### src/rtl/uart_pkg.sv
// Shared types and helpers for the parametrised UART receiver.
package uart_pkg;

  typedef enum logic [2:0] {
    IDLE,
    START,
    DATA,
    PAR,
    STOP,
    WAIT_HIGH
  } state_t;

  localparam int PAR_NONE = 0;
  localparam int PAR_EVEN = 1;
  localparam int PAR_ODD  = 2;

  // Callers zero-extend narrower characters to 9 bits.
  function automatic logic parity_calc(input logic [8:0] d);
    return ^d;
  endfunction

endpackage

### src/rtl/uart_rx_param_if.sv
// Receiver line and PIO-side result register bundle.
interface uart_rx_param_if #(
  parameter int DATA_BITS = 8
);
  logic                 rx;
  logic [DATA_BITS-1:0] data_out;
  logic                 out_valid;
  logic                 out_ready;
  logic                 parity_err;
  logic                 frame_err;
  logic                 break_det;
  logic                 overrun;
  logic                 clr_overrun;
  logic                 busy;

  modport master (
    input  rx, out_ready, clr_overrun,
    output data_out, out_valid, parity_err, frame_err, break_det, overrun, busy
  );

  modport slave (
    output rx, out_ready, clr_overrun,
    input  data_out, out_valid, parity_err, frame_err, break_det, overrun, busy
  );
endinterface

### src/rtl/uart_rx_sync.sv
// Two-flop synchroniser for the raw line plus a 3-sample majority vote.
module uart_rx_sync (
  input  logic clk16x,
  input  logic reset,
  input  logic rx,
  output logic s2,
  output logic vote
);
  logic       s1;
  logic [2:0] hist;

  always_ff @(posedge clk16x or posedge reset) begin
    if (reset) begin
      s1   <= 1'b1;
      s2   <= 1'b1;
      hist <= '1;
    end else begin
      s1   <= rx;
      s2   <= s1;
      hist <= {hist[1:0], s2};
    end
  end

  assign vote = (hist[0] & hist[1]) | (hist[0] & hist[2]) | (hist[1] & hist[2]);
endmodule

### src/rtl/uart_rx_param.sv
// Oversampling serial receiver: start validation, voted mid-bit sampling,
// optional parity, 1/2 stop bits and a valid/ready result register.
module uart_rx_param
  import uart_pkg::*;
#(
  parameter int DATA_BITS  = 8,
  parameter int OVERSAMPLE = 16,
  parameter int PARITY     = 0,
  parameter int STOP_BITS  = 1
) (
  input  logic            clk16x,
  input  logic            reset,
  uart_rx_param_if.master bus
);
  localparam int CNT_W = $clog2(OVERSAMPLE);
  localparam int BIT_W = $clog2(DATA_BITS);

  state_t               state;
  logic [CNT_W-1:0]     cnt;
  logic [BIT_W-1:0]     bit_idx;
  logic                 stop_idx;
  logic [DATA_BITS-1:0] shreg;
  logic                 perr;
  logic                 ferr;
  logic                 s2;
  logic                 vote;
  logic                 frame_bad;
  logic                 bit_end;

  uart_rx_sync u_sync (
    .clk16x (clk16x),
    .reset  (reset),
    .rx     (bus.rx),
    .s2     (s2),
    .vote   (vote)
  );

  assign bit_end   = (cnt == CNT_W'(OVERSAMPLE - 1));
  assign frame_bad = ferr | ~vote;
  assign bus.busy  = (state != IDLE);

  always_ff @(posedge clk16x or posedge reset) begin
    if (reset) begin
      state          <= IDLE;
      cnt            <= '0;
      bit_idx        <= '0;
      stop_idx       <= 1'b0;
      shreg          <= '0;
      perr           <= 1'b0;
      ferr           <= 1'b0;
      bus.data_out   <= '0;
      bus.out_valid  <= 1'b0;
      bus.parity_err <= 1'b0;
      bus.frame_err  <= 1'b0;
      bus.break_det  <= 1'b0;
      bus.overrun    <= 1'b0;
    end else begin
      // Consume and clear come first so a commit later in this block wins.
      if (bus.out_valid && bus.out_ready) bus.out_valid <= 1'b0;
      if (bus.clr_overrun) bus.overrun <= 1'b0;

      case (state)
        IDLE: begin
          if (!s2) begin
            state <= START;
            cnt   <= '0;
          end
        end
        START: begin
          if (cnt == CNT_W'(OVERSAMPLE / 2 - 1)) begin
            cnt <= '0;
            if (vote) begin
              state <= IDLE;
            end else begin
              state   <= DATA;
              bit_idx <= '0;
              perr    <= 1'b0;
              ferr    <= 1'b0;
            end
          end else begin
            cnt <= cnt + 1'b1;
          end
        end
        DATA: begin
          if (bit_end) begin
            cnt   <= '0;
            shreg <= {vote, shreg[DATA_BITS-1:1]};
            if (bit_idx == BIT_W'(DATA_BITS - 1)) begin
              bit_idx  <= '0;
              stop_idx <= 1'b0;
              state    <= (PARITY != PAR_NONE) ? PAR : STOP;
            end else begin
              bit_idx <= bit_idx + 1'b1;
            end
          end else begin
            cnt <= cnt + 1'b1;
          end
        end
        PAR: begin
          if (bit_end) begin
            cnt      <= '0;
            perr     <= (parity_calc(9'(shreg)) ^ vote) != (PARITY == PAR_ODD);
            stop_idx <= 1'b0;
            state    <= STOP;
          end else begin
            cnt <= cnt + 1'b1;
          end
        end
        STOP: begin
          if (bit_end) begin
            cnt <= '0;
            if (stop_idx == 1'(STOP_BITS - 1)) begin
              if (!bus.out_valid || bus.out_ready) begin
                bus.data_out   <= shreg;
                bus.parity_err <= perr;
                bus.frame_err  <= frame_bad;
                bus.break_det  <= frame_bad && (shreg == '0);
                bus.out_valid  <= 1'b1;
              end else begin
                bus.overrun <= 1'b1;
              end
              ferr  <= frame_bad;
              state <= frame_bad ? WAIT_HIGH : IDLE;
            end else begin
              ferr     <= frame_bad;
              stop_idx <= 1'b1;
            end
          end else begin
            cnt <= cnt + 1'b1;
          end
        end
        WAIT_HIGH: begin
          if (s2) state <= IDLE;
        end
        default: state <= IDLE;
      endcase
    end
  end
endmodule

### src/flat_wrapper.sv
// flat-port wrapper written by rule: the top's interface ports become plain ports
module uart_rx_param_flat import uart_pkg::*;
#(
  parameter int DATA_BITS  = 8,
  parameter int OVERSAMPLE = 16,
  parameter int PARITY     = 0,
  parameter int STOP_BITS  = 1
)
  (clk16x, reset, bus_rx, bus_out_ready, bus_clr_overrun, bus_data_out, bus_out_valid, bus_parity_err, bus_frame_err, bus_break_det, bus_overrun, bus_busy);
  uart_rx_param_if #(.DATA_BITS(DATA_BITS)) bus_i ();
  input  logic clk16x;
  input  logic reset;
  input wire logic [$bits(bus_i.rx)-1:0] bus_rx;
  input wire logic [$bits(bus_i.out_ready)-1:0] bus_out_ready;
  input wire logic [$bits(bus_i.clr_overrun)-1:0] bus_clr_overrun;
  output wire logic [$bits(bus_i.data_out)-1:0] bus_data_out;
  output wire logic [$bits(bus_i.out_valid)-1:0] bus_out_valid;
  output wire logic [$bits(bus_i.parity_err)-1:0] bus_parity_err;
  output wire logic [$bits(bus_i.frame_err)-1:0] bus_frame_err;
  output wire logic [$bits(bus_i.break_det)-1:0] bus_break_det;
  output wire logic [$bits(bus_i.overrun)-1:0] bus_overrun;
  output wire logic [$bits(bus_i.busy)-1:0] bus_busy;
  assign bus_i.rx = bus_rx;
  assign bus_i.out_ready = bus_out_ready;
  assign bus_i.clr_overrun = bus_clr_overrun;
  assign bus_data_out = bus_i.data_out;
  assign bus_out_valid = bus_i.out_valid;
  assign bus_parity_err = bus_i.parity_err;
  assign bus_frame_err = bus_i.frame_err;
  assign bus_break_det = bus_i.break_det;
  assign bus_overrun = bus_i.overrun;
  assign bus_busy = bus_i.busy;
  uart_rx_param #(.DATA_BITS(DATA_BITS), .OVERSAMPLE(OVERSAMPLE), .PARITY(PARITY), .STOP_BITS(STOP_BITS)) u_core (.clk16x(clk16x), .reset(reset), .bus(bus_i));
endmodule
### config.mk
export PLATFORM = sky130hd
export DESIGN_NAME = uart_rx_param_flat
export DESIGN_NICKNAME = d
export VERILOG_FILES = /design/src/rtl/uart_pkg.sv /design/src/rtl/uart_rx_param_if.sv /design/src/rtl/uart_rx_sync.sv /design/src/rtl/uart_rx_param.sv /design/src/flat_wrapper.sv
export SDC_FILE = /design/constraint.sdc
export NUM_CORES = 1
export LEC_CHECK = 0
export ABC_AREA = 1
export CORE_ASPECT_RATIO = 1.5
export CORE_MARGIN = 1
export CORE_UTILIZATION = 36
export CTS_BUF_LIST = sky130_fd_sc_hd__clkbuf_8 sky130_fd_sc_hd__clkbuf_16
export CTS_CLUSTER_SIZE = 28
export DETAILED_ROUTE_END_ITERATION = 8
export SYNTH_ARGS = -nofsm -noshare
export SYNTH_HDL_FRONTEND = slang
export SYNTH_HIERARCHICAL = 1
export SYNTH_SLANG_ARGS = --single-unit
### constraint.sdc
create_clock -name clk16x -period 1.3 [get_ports clk16x]
set_input_delay 0.26 -clock clk16x [delete_from_list [all_inputs] [get_ports clk16x]]
set_output_delay 0.26 -clock clk16x [all_outputs]
set_load 0.02 [all_outputs]
After elaboration in Yosys (flattened, before gate mapping)

Cells that the tools add are included.

Register bits after elaboration: 39
Input bits: 5

Add/subtract/negate cells: 2
Equality and inequality tests: 17
Multiplexer cells: 42
Bitwise logic cells: 9
Reduce and logical (&&, ||, !) cells: 22

Operators by type and width:

| cell                                                            | number |
|---|---|
| 3-bit 2-to-1 mux                                                | 13 |
| 1-bit 2-to-1 mux                                                | 19 |
| 3-bit case mux with 6 select lines                              | 1 |
| 4-bit AND reduction                                             | 4 |
| 4-bit 2-to-1 mux                                                | 3 |
| 4-bit case mux with 3 select lines                              | 1 |
| 2-bit by 1-bit != test with 1-bit output, second input constant | 5 |
| 3-bit == test, second input constant                            | 3 |
| 3-bit nonzero test                                              | 3 |
| 9-bit XOR reduction                                             | 1 |
| 8-bit zero test                                                 | 1 |
| 2-bit != test, second input constant                            | 4 |
| 8-bit AND reduction                                             | 1 |
| 3-bit by 2-bit == test with 1-bit output, second input constant | 2 |
| 3-bit case mux with 2 select lines                              | 1 |
| 2-bit nonzero test                                              | 3 |
| 5-bit AND reduction                                             | 1 |
| 4-bit by 1-bit adder with 4-bit output, second input constant   | 1 |
| 4-bit by 3-bit == test with 1-bit output, second input constant | 1 |
| 4-bit == test, second input constant                            | 1 |
| 1-bit case mux with 2 select lines                              | 2 |
| 2-bit AND reduction                                             | 2 |
| 3-bit by 1-bit adder with 3-bit output, second input constant   | 1 |
| 1-bit AND                                                       | 3 |
| other kinds (11)                                                | 15 |

Logic depth before layout (Yosys ltp)

Gate-level depths: netlist of run 1.

Word-level depth: 9
Depth in mapped cells: 10

Cells and area by module

The synthesis of run 1 kept the hierarchy.

By module, submodules not included:

| module        | times used | cells an instance | area an instance (µm²) | seq. area each (µm²) |
|---|---|---|---|---|
| uart_rx_param | 1          | 203               | 1715.4                 | 825.8 |
| uart_rx_sync  | 1          | 10                | 156.4                  | 131.4 |

Least setup slack after synthesis of run 1

No wires, ideal clock.

Path kind: flip-flop to flip-flop
From: register u_core.cnt[0]
To: register u_core.bus.frame_err
Arrival time: 1252 ps
Data required time: 1183 ps
Setup slack: -69 ps
Stages on the path, launching flop included: 10
Period minus slack after synthesis: 1369 ps
Cells stage by stage: dfrtp_1 -> ha_1 -> nand2_1 -> nor2_4 -> nand2_4 -> nor2_4 -> inv_4 -> buf_6 -> nand2_1 -> nand2_1

Word-level cells in the longest chain between the ends: 2

Ends and longest elaborated chain:

| what                          | line                   | RTL |
|---|---|---|
| start: declaration            | uart_rx_param.sv:19    | `logic [CNT_W-1:0] cnt;` |
| start signal: assignment      | uart_rx_param.sv:81    | `cnt <= cnt + 1'b1;` |
| start signal: assignment      | uart_rx_param.sv:96    | `cnt <= cnt + 1'b1;` |
| start signal: assignment      | uart_rx_param.sv:106   | `cnt <= cnt + 1'b1;` |
| 4-bit == test                 | uart_rx_param.sv:38    | `assign bit_end = (cnt == CNT_W'(OVERSAMPLE - 1));` |
| 4-bit AND reduction (no line) | n/a                    |  |
| end signal: assignment        | uart_rx_param.sv:116   | `bus.frame_err <= frame_bad;` |
| end: declaration              | uart_rx_param_if.sv:18 | `output data_out, out_valid, parity_err, frame_err, break_det, overrun, busy` |

Every way passes these cells.
A chain may end at the register's enable or synchronous reset.

Final worst setup path of run 1

From: register u_core.cnt[0]
To: register u_core.state[0]

Word-level cells in the longest chain between the ends: 3

Ends and longest elaborated chain:

| what                                                                      | line                                     | RTL |
|---|---|---|
| 4-bit == test or 4-bit by 3-bit == test with 1-bit output (tied branches) | uart_rx_param.sv:38, uart_rx_param.sv:70 |  |
| 2-bit by 1-bit != test with 1-bit output (no line)                        | n/a                                      |  |
| 8-bit AND reduction (no line) *                                           | n/a                                      |  |
| end signal: assignment                                                    | uart_rx_param.sv:91                      | `state <= (PARITY != PAR_NONE) ? PAR : STOP;` |
| end signal: assignment                                                    | uart_rx_param.sv:123                     | `state <= frame_bad ? WAIT_HIGH : IDLE;` |
| end: declaration                                                          | uart_rx_param.sv:18                      | `state_t state;` |

Mark *: on every way between the ends. The rest lies on a longest branch, timed or not.

==> impl_metrics.tcl, run 1 <==
set metrics [dict create \
    netlist_area_sq_mm 0.00187 \
    setup_total_negative_slack_ns -2.74 \
    tritoncts.num_buffers 5 \
    worstPathArrival_ns 1.61 \
    clock_latency_ns 0.30 \
    synth.top_cells.by_count "nand2_1 (73), dfrtp_1 (33), inv_1 (23), o21ai_0 (14), nand3_1 (10)" \
    post_synth.cell_area_avg_sq_um 8.79 \
    synth_top_cell_area_share_pct 44.1 \
    initial_core_utilization_pct 38.0 \
    tightest_slew_ns 0.253 \
    clockPowerShare_pct 20.9 \
    worst_slew_slack_as_a_fraction_of_its_limit_pct 83.1 \
    worst_setup_path_startpoint "u_core/cnt[0]$_DFFE_PP0P_" \
    holdCritPathClass "in -> async" \
    grt_start_max_net_pins 34 \
    register_to_register_path_setup_slack_ns -0.12 \
    dp_hpwl_um 2620 \
    grt-ovfl-total 0 \
    drive_gt1_share_pct 43.1 \
    root_buffer_master "clkbuf_8" \
    max_clock_freq_ghz 0.702 \
    cp.required_ns 1.48 \
    hold_viol 0 \
    synth_simple_gate_area_share_pct 26.5 \
    synth.most_common_cell "nand2_1" \
    internal_power_mw 2.63 \
    core_area_sq_mm 0.00493 \
    detailedRoute.firstIterationViolations 59 \
    routed-via-count 1606 \
    period_share_pct 110 \
    synth_top_family_by_area "simple AND/OR/NAND/NOR gates" \
    post_synthesis_net_count 225 \
    cellPowerDensity_mw_per_mm2 1500 \
    combPwrFrac_pct 44.2 \
    power_leakage_nw 1.38 \
    setup-violations-final 29 \
    synth.area.mux_share_pct 0 \
    antenna_found_initial 0 \
    async_sr_flop_fraction_pct 100 \
    top_level_ports 19 \
    end_kind "register" \
    rsz0062_at_grt "yes" \
    vdd_ir_drop_max_uv 857 \
    die_w_um 60.9 \
    via_per_inst 4.63 \
    switching_power_mw 1.46 \
    r2r_start "u_core/cnt[0]$_DFFE_PP0P_" \
    worst_setup_hold_path_clk_slew_ns 0.08 \
    antenna_violating_nets_left 0 \
    post_synth_xor_area_fraction_pct 1.40 \
    detail_route.drc_violations 0 \
    port_buffer_count 18 \
    syn_to_final_growth_pct 45.6 \
    violations "setup timing" \
    dieArea_sq_mm 0.00550 \
    cts.htree.levels 2 \
    cts_tree "built" \
    cts_sinks 38 \
    status "finished, violations left" \
    postSynthCellCount 213 \
    global_route.usage.total_pct 16.7 \
    clock_tree.buffer_depth 2 \
    cap_viol_max_count 0 \
    number_of_synthesized_flops_with_an_enable_pin 0 \
    worstSetupStartpointType "register" \
    timing.final.max_slew_violations 0 \
    synth.largest_area_cell "dfrtp_1" \
    synth_adder_area_share_pct 4.68 \
    final_weighted_congestion_of_routability_driven_global_placement 0.800 \
    design.final.nets 292 \
    grt_pass1_wl_um 6840 \
    period_needed_ns 1.42 \
    via_count_of_the_first_global_routing_pass 1577 \
    detail_route.wl_per_cell_um 11.4 \
    drtPass1Iterations 4 \
    num_rows 31 \
    post_synth_num_cell_types 25 \
    power.sequential.fraction_pct 34.8 \
    largest_fanout_of_any_net_on_the_critical_path 6 \
    seq_area_frac_synth_pct 51.1 \
    rr_endpoint "u_core/state[0]$_DFFE_PP0P_" \
    synth_flop_cell "dfrtp_1" \
    yosys-top-cells-area "dfrtp_1 (44%), nand2_1 (15%), dfstp_2 (7.0%)" \
    die_height_um 90.3 \
    yosysWarnings 6 \
    routed_wl_um 3940 \
    dpl_worst_slack_ns -0.119 \
    antenna_cells_inserted 0 \
    worstSetupPathType "reg -> reg" \
    compound_gate_portion_of_the_synthesized_area_pct 8.82 \
    synth_seq_cells 38 \
    worst_clock_skew_ns 0.00912 \
    worstRegToRegCells 9 \
    switching_share_pct 35.7 \
    postLayoutSetupSlackWorst_ns -0.124 \
    critPathCapture "u_core/state[0]$_DFFE_PP0P_" \
]
layout make-up:
class | instances | area, sq um
sequential | 38 | 957
clock inverter | 2 | 12.5
inverter | 27 | 121
clock buffer | 6 | 82.6
fill | 476 | 2200
timing repair buffer | 61 | 536
timing repair inverter | 2 | 17.5
multi-input combinational | 145 | 916
tap | 66 | 82.6
worst min-delay path by stage:
stage                                     startpoint                                 end  slack, ns  cells after the start
final                                          reset  u_core/bus.data_out[6]$_DFFE_PP0P_       0.32                      3
after global routing                           reset         u_core/shreg[7]$_DFFE_PP0P_       0.35                      3
after CTS                                      reset  u_core/bus.data_out[6]$_DFFE_PP0P_       0.34                      3
after detailed placement  u_core/u_sync/s1$_DFF_PP1_          u_core/u_sync/s2$_DFF_PP1_       0.35                      0
after global placement    u_core/u_sync/s1$_DFF_PP1_          u_core/u_sync/s2$_DFF_PP1_       0.35                      0
after floorplan                                reset     u_core/u_sync/hist[0]$_DFF_PP1_       0.24                      1
registers in the layout, indices dropped and copies added, names as in the netlist:
name / count
u_core/bit_idx: 3
u_core/bus.parity_err: 1
u_core/bus.data_out: 8
u_core/u_sync/s2: 1
u_core/bus.overrun: 1
u_core/state: 3
u_core/bus.break_det: 1
u_core/u_sync/hist: 3
u_core/ferr: 1
u_core/bus.frame_err: 1
u_core/u_sync/s1: 1
u_core/cnt: 4
u_core/perr: 1
u_core/bus.out_valid: 1
u_core/shreg: 8
worst max-delay path, stage by stage (launching register included):
cell and delay, ns:
dfrtp_1 0.36, ha_2 0.21, nand2_4 0.06, nor2_4 0.12, buf_6 0.14, inv_8 0.04
a21oi_4 0.16, nand2_1 0.09, nand2_1 0.08, nand2_2 0.06
routing by layer:
layer	part of all wire [%]	track usage, %
met3	2.2	4.01
met5	0	0
met4	2.1	6.82
met2	56	28.8
met1	40	18.7
timing repair:
action | CTS | global route
hold buffers | 0 | 0
gates resized for setup | 66 | 32
buffers inserted | 8 | 2
cloned | 3 | 0
hold endpoints to repair | 0 | 0
pin swaps | 15 | 10
endpoints found under the setup margin | 43 | 41
metrics by stage:
stage | utilization [%] | std cells | total power [mW] | hold WS, ns | instance area (sq um)
global placement | 48.3 | 327 | 2.89 | 0.346 | 2380
global route | 55.3 | 347 | 4.38 | 0.351 | 2730
detailed placement | 48.3 | 327 | 2.91 | 0.349 | 2380
CTS | 54.0 | 345 | 4.00 | 0.339 | 2660
floorplan | - | 213 | 2.31 | 0.237 | 1890
finish | 55.3 | 347 | 4.08 | 0.323 | 2730
power by group through the flow:
stage | Sequential [mW] | Clock, mW | Combinational [mW]
final | 1.42 | 0.855 | 1.81
after global routing | 1.44 | 0.938 | 2.00
after CTS | 1.42 | 0.888 | 1.69
after global placement | 1.43 | 0 | 1.46
after floorplan | 1.46 | 0 | 0.843
after detailed placement | 1.43 | 0 | 1.47
logic make-up (layout without fill, tap and decap cells):
kind of cell | Yosys count | in the layout
AND/OR/NAND/NOR | 109 | 109
flip-flops | 38 | 38
buffers and inverters | 30 | 98
AO/OA/AOI/OAI | 26 | 26
adder cells (fa/ha/maj) | 7 | 7
XOR/XNOR | 3 | 3
cells in the final DEF, fill, tap and decap left out, drive strengths merged:
cell type,count
clkbuf,9
clkinvlp,1
or2,1
nand3,11
clkdlybuf4s15,5
nand3b,3
ha,7
o22ai,1
nor2,14
nand2,77
xor2,3
nand4,3
buf,44
dfrtp,33
clkdlybuf4s50,4
a21oi,3
clkinv,2
o21ai,22
inv,28
dlygate4sd2,5
dfstp,5
No activity file was read; power rests on OpenSTA's default activity.
==> run 2: changes to the inputs <==
--- a/config.mk
+++ b/config.mk
@@ -6,10 +6,11 @@
 export NUM_CORES = 1
 export LEC_CHECK = 0
 export ABC_AREA = 1
+export CAP_MARGIN = 20
 export CORE_ASPECT_RATIO = 1.5
 export CORE_MARGIN = 1
 export CORE_UTILIZATION = 36
-export CTS_BUF_LIST = sky130_fd_sc_hd__clkbuf_8 sky130_fd_sc_hd__clkbuf_16
+export CTS_BUF_LIST = sky130_fd_sc_hd__clkbuf_16
 export CTS_CLUSTER_SIZE = 28
 export DETAILED_ROUTE_END_ITERATION = 8
 export SYNTH_ARGS = -nofsm -noshare
==> impl_metrics.tcl, run 2 (same netlist as run 1, synthesis figures left out) <==
set metrics [dict create \
    detail_route.drc_violations 0 \
    cpPeakStageDelay_ns 0.41 \
    dieArea_sq_mm 0.00550 \
    largest_fanout_of_any_net_on_the_critical_path 5 \
    fillerInstances 456 \
    multiInputGateArea_sq_um 926 \
    end_kind "register" \
    crit_buf_inv 4 \
    period_share_pct 109 \
    cts_sinks 38 \
    cts.htree.levels 2 \
    drtPass1Iterations 4 \
    worst_slew_slack_as_a_fraction_of_its_limit_pct 83.2 \
    drive_gt1_share_pct 44.2 \
    clock_latency_ns 0.28 \
    routed-via-count 1619 \
    routed_wl_um 4060 \
    internal_power_mw 2.96 \
    via_count_of_the_first_global_routing_pass 1589 \
    worstSetupPathType "reg -> reg" \
    top_usage_layer "met2" \
    grt-ovfl-total 0 \
    dp_hpwl_um 2620 \
    initial_core_utilization_pct 38.0 \
    dpl_worst_slack_ns -0.119 \
    grtUsageMet1_pct 19.7 \
    status "finished, violations left" \
    max_clock_freq_ghz 0.706 \
    final.hold.worst_slack_ns 0.347 \
    antenna_violating_nets_left 0 \
    power_leakage_nw 1.44 \
    commonest_non_fill_non_tap_cell_in_the_layout "nand2_1" \
    cts_tree "built" \
    top_level_ports 19 \
    cellPowerDensity_mw_per_mm2 1580 \
    power.sequential.fraction_pct 31.8 \
    rsz0062_at_grt "yes" \
    timing.critical_path.max_delay_family "simple AND/OR/NAND/NOR gates" \
    worst_clock_skew_ns 0.00471 \
    core_area_sq_mm 0.00493 \
    grt_pass1_wl_um 7010 \
    syn_to_final_growth_pct 51.9 \
    period_needed_ns 1.42 \
    via_per_inst 4.61 \
    gr-usage-met2_pct 29.5 \
    cts_hold_repair.buffers 0 \
    grt_util_met3_pct 3.15 \
    worst_setup_hold_path_clk_slew_ns 0.06 \
    switching_power_mw 1.53 \
    worstSetupStartpointType "register" \
    postLayoutSetupSlackWorst_ns -0.117 \
    grt_start_max_net_pins 34 \
    setup-violations-final 30 \
    cp.required_ns 1.47 \
    port_buffer_count 18 \
    antenna_cells_inserted 0 \
    global_route.usage.total_pct 17.0 \
    tritoncts.num_buffers 5 \
    design.final.nets 296 \
    cap_viol_max_count 0 \
    antenna_found_initial 0 \
    crit_path_top_delay_cell "dfrtp_1" \
    holdCritPathClass "in -> async" \
    worstPathCellList "nor2_4 -> buf_6 -> nand2_4 -> clkinv_4 -> nand2_4 -> nor2_4 -> buf_12 -> inv_8 -> nand2_2 -> o21ai_2" \
    detail_route.wl_per_cell_um 11.6 \
    switching_share_pct 34.1 \
    vdd_ir_drop_max_uv 944 \
    tightest_slew_ns 0.252 \
    layout_top_registers "u_core/bus.data_out (8), u_core/shreg (8), u_core/cnt (4)" \
    seq_area_sq_um 957 \
    clockPowerShare_pct 26.1 \
    layout_common_cells "nand2_1 (47), buf_4 (34), dfrtp_1 (33), nand2_2 (22), inv_1 (20)" \
    clock_tree.buffer_depth 2 \
    die_w_um 60.9 \
    timing.final.max_slew_violations 0 \
    root_buffer_master "clkbuf_16" \
    worstPathArrival_ns 1.58 \
    num_rows 31 \
    hold_viol 0 \
    finish.utilization_pct 57.7 \
    violations "setup timing" \
    combPwrFrac_pct 42.0 \
    final_weighted_congestion_of_routability_driven_global_placement 0.800 \
    detailedRoute.firstIterationViolations 51 \
    die_height_um 90.3 \
]
==> run 2: through the flow <==
stage                     total power, mW  cells  TNS, ns  area, sq um
final                                4.49    351    -2.88         2840
after global routing                 4.80    351    -5.32         2840
after detailed placement             2.91    327    -2.07         2380
after CTS                            4.31    347    -3.46         2730
after global placement               2.89    327    -1.95         2380
after floorplan                      2.31    213   -0.503         1890
==> run 2: timing repair <==
item | in CTS | in global routing
gates cloned | 3 | 0
resized for setup | 67 | 34
setup buffers | 10 | 4
pin swaps | 14 | 11
endpoints found under the setup margin | 43 | 33
==> run 2: power by group through the flow <==
stage,Combinational (mW),Sequential [mW],Clock (mW)
6_report,1.89,1.43,1.17
4_1_cts,1.69,1.42,1.20
5_1_grt,2.10,1.44,1.26
3_5_place_dp,1.47,1.43,0
3_3_place_gp,1.46,1.43,0
2_1_floorplan,0.843,1.46,0
==> run 2: final timing paths <==
check                                                 start                                  to  slack (ns)  cells after the start
worst max-delay path            u_core/state[0]$_DFFE_PP0P_    u_core/bus.break_det$_DFFE_PP0P_       -0.12                     10
worst min-delay path                                  reset  u_core/bus.data_out[6]$_DFFE_PP0P_        0.35                      3
worst max register to register  u_core/state[0]$_DFFE_PP0P_    u_core/bus.break_det$_DFFE_PP0P_       -0.12                     10
worst min register to register   u_core/u_sync/s1$_DFF_PP1_          u_core/u_sync/s2$_DFF_PP1_        0.36                      0
max in group asynchronous                             reset    u_core/bus.frame_err$_DFFE_PP0P_        0.76                      3
min in group clk16x              u_core/u_sync/s1$_DFF_PP1_          u_core/u_sync/s2$_DFF_PP1_        0.36                      0
==> run 2: tightest hold or removal path, cell delays in order <==
cell	delay [ns]
clkdlybuf4s50_1	0.42
inv_1	0.10
buf_12	0.21
==> run 2: routing by layer <==
metal | share of wire, % | wire [um]
met1 | 40 | 1640
met2 | 56 | 2260
met3 | 2.0 | 82
met4 | 1.9 | 76
met5 | 0 | 0
==> run 2: final cells by class <==
class,instances,area share (%)
Sequential cell,38,33.7
Multi-Input combinational cell,145,32.6
Timing Repair Buffer,65,20.8
Clock buffer,5,4.40
Inverter,27,4.27
Tap cell,66,2.90
Timing Repair inverter,2,0.792
Clock inverter,3,0.572
==> edit (settings of run 2) <==
`PARITY` is set to 0 in 2 places; all go to 1.
--- a/src/rtl/uart_rx_param.sv
+++ b/src/rtl/uart_rx_param.sv
@@ -6,5 +6,5 @@
   parameter int DATA_BITS  = 8,
   parameter int OVERSAMPLE = 16,
-  parameter int PARITY     = 0,
+  parameter int PARITY     = 1,
   parameter int STOP_BITS  = 1
 ) (
--- a/src/flat_wrapper.sv
+++ b/src/flat_wrapper.sv
@@ -4,5 +4,5 @@
   parameter int DATA_BITS  = 8,
   parameter int OVERSAMPLE = 16,
-  parameter int PARITY     = 0,
+  parameter int PARITY     = 1,
   parameter int STOP_BITS  = 1
 )
Function: same outputs for any inputs over 10 cycles, from zero or initial values and one cycle with reset high; that may be too few to reach the edited logic, so the function may still have changed.
==> edit against run 2 <==
The flow still finishes with violations (setup timing). Wire length is 2.6% higher. Area after synthesis is 0.80% higher. Count of clock-buffer cells in the layout stayed put. Final area is 1.0% higher. Power is 5.7% higher. Sequential cell count stayed put. Via count is 0.37% higher. Synthesized cell count is 2.8% higher. Setup slack better by 0.96 ps.
==> edit: results (changes against run 2) <==
synthesis:
  synth_warnings: 6  # unchanged
  yosys-top-cells-count: "63 x nand2_1, 33 x dfrtp_1, 25 x inv_1, 21 x o21ai_0, 16 x nand3_1"
  synth_xor_area_share_pct: 0.928  # -0.48 points
  seq_area_frac_synth_pct: 50.7  # -0.41 points
  synth_compound_area_share_pct: 11.1  # +2.3 points
  yosys-top-cells-area: "dfrtp_1 44%, nand2_1 13%, dfstp_2 7.0%"
  post_synth_num_cell_types: 24  # -4.0%
  synth_fa_ha_area_share_pct: 4.64  # -0.037 points
  synthCells: 219  # +2.8%
  async_flop_share_pct: 100  # unchanged
  synth_nets: 231  # +2.7%
run_status:
  status: "finished with violations"
  violations: "setup timing"
power:
  leakage_nw: 1.43  # -0.40%
  power.switching_mw: 1.64  # +7.2%
  peakVddDrop_v: 0.00127  # +35%
placement:
  placed_cells: 333  # +1.8%
  gp_congestion: 0.864  # +8.0%
  placed_area_mm2: 0.00239  # +0.58%
  pre_cts_ws_ps: -152  # -32.5 ps
  dp_hpwl_um: 2760  # +5.3%
cells_and_area:
  fillCellCount: 438  # -3.9%
  final_cells: 356  # +1.4%
  reg_top3: "u_core/bus.data_out (8), u_core/shreg (8), u_core/cnt (4)"
  fin_nets: 301  # +1.7%
  drive_gt1_share_pct: 41.0  # -3.2 points
  diodes: 0  # unchanged
  multiInputGateArea_um2: 975  # +5.3%
clock_network:
  cts_buffers: 5  # unchanged
  htreeDepth: 2  # unchanged
  clk_latency_ps: 280  # about the same
min_path:
  hp-class: "primary input to asynchronous set/reset pin"
global_route:
  grt_usage_pct: 17.3  # +0.33 points
  grt.met1_usage_pct: 18.6  # -1.1 points
  grt_pass1_vias: 1651  # +3.9%
  grtUsageMet3_pct: 4.15  # +1.0 points
  grt_use_met2_pct: 30.3  # +0.86 points
  grt_pass1_wl_um: 7110  # +1.4%
setup_path:
  path_max_fanout: 10  # +5
  timing.rr.end: "u_core/bus.break_det"
  r2r-start: "u_core/state[0]"
  endpoint: "u_core/bus.break_det"
drt:
  finalWirelength_um: 4160  # +2.6%
  first_pass_iters: 4  # unchanged
  drt-initial-drc-count: 42  # -18%
  via_per_inst: 4.56  # -1.0%
timing:
  tns_ps: -1200  # +1690 ps
  setup_violations: 18  # -40%
  setup_slack_ps: -116  # +0.960 ps
  worstMarginPinSlew_ps: 259  # +7.80 ps
  holdWs_ps: 338  # -9.36 ps
  clock_skew_ps: 6.76  # +2.04 ps
==> edit: cell count changes after synthesis, moves of 2 or more <==
cell	change
nand2_1	-10
o21ai_0	+7
nand3_1	+6
o21ai_1	+4
nor2_1	+3
a21oi_1	-2
inv_1	+2
nand3b_1	-2
==> edit: area by class of cell <==
type	count	area share, %
multi-input combinational	149	33.9
sequential	38	33.3
timing repair buffer	65	19.2
clock buffer	5	4.36
inverter	29	4.31
tap	66	2.88
clock inverter	3	1.57
timing repair inverter	1	0.392
==> edit: cells by family after synthesis <==
| logic type | after synthesis |
|---|---|
| AOI/OAI and AO/OA | 35 |
| xor gates and xnor gates | 2 |
| adders and majority gates | 7 |
| buffers and inverters | 32 |
| DFF | 38 |
| and+or+nand+nor | 105 |
==> edit: power groups by stage <==
stage | sequential [mW] | clock [mW] | combinational [mW]
finish | 1.48 | 1.39 | 1.88
global route | 1.50 | 1.49 | 2.06
CTS | 1.46 | 1.43 | 1.63
detailed placement | 1.47 | 0 | 1.47
global placement | 1.47 | 0 | 1.45
floorplan | 1.48 | 0 | 0.847
==> edit: repair_timing <==
action,4_1_cts,5_1_grt
pin swaps,11,5
setup buffers,11,3
cloned,1,0
resized for setup,44,40
endpoints found under the hold margin,0,0
setup endpoints to repair,42,32
==> edit: layer usage <==
metal,vias up,routed length [um]
met2,18,2340
li1,834,-
met1,766,1640
met4,0,83
met3,7,98
met5,-,0
==> edit: worst max-delay path, stage by stage (launching register included) <==
cell and delay (ps):
dfrtp_1 420, buf_6 150, inv_4 60, nand2_4 50
nor2_4 100, nand2_2 80, nor2_4 150, buf_6 140
inv_8 40, nand2_1 50, o21ai_1 60
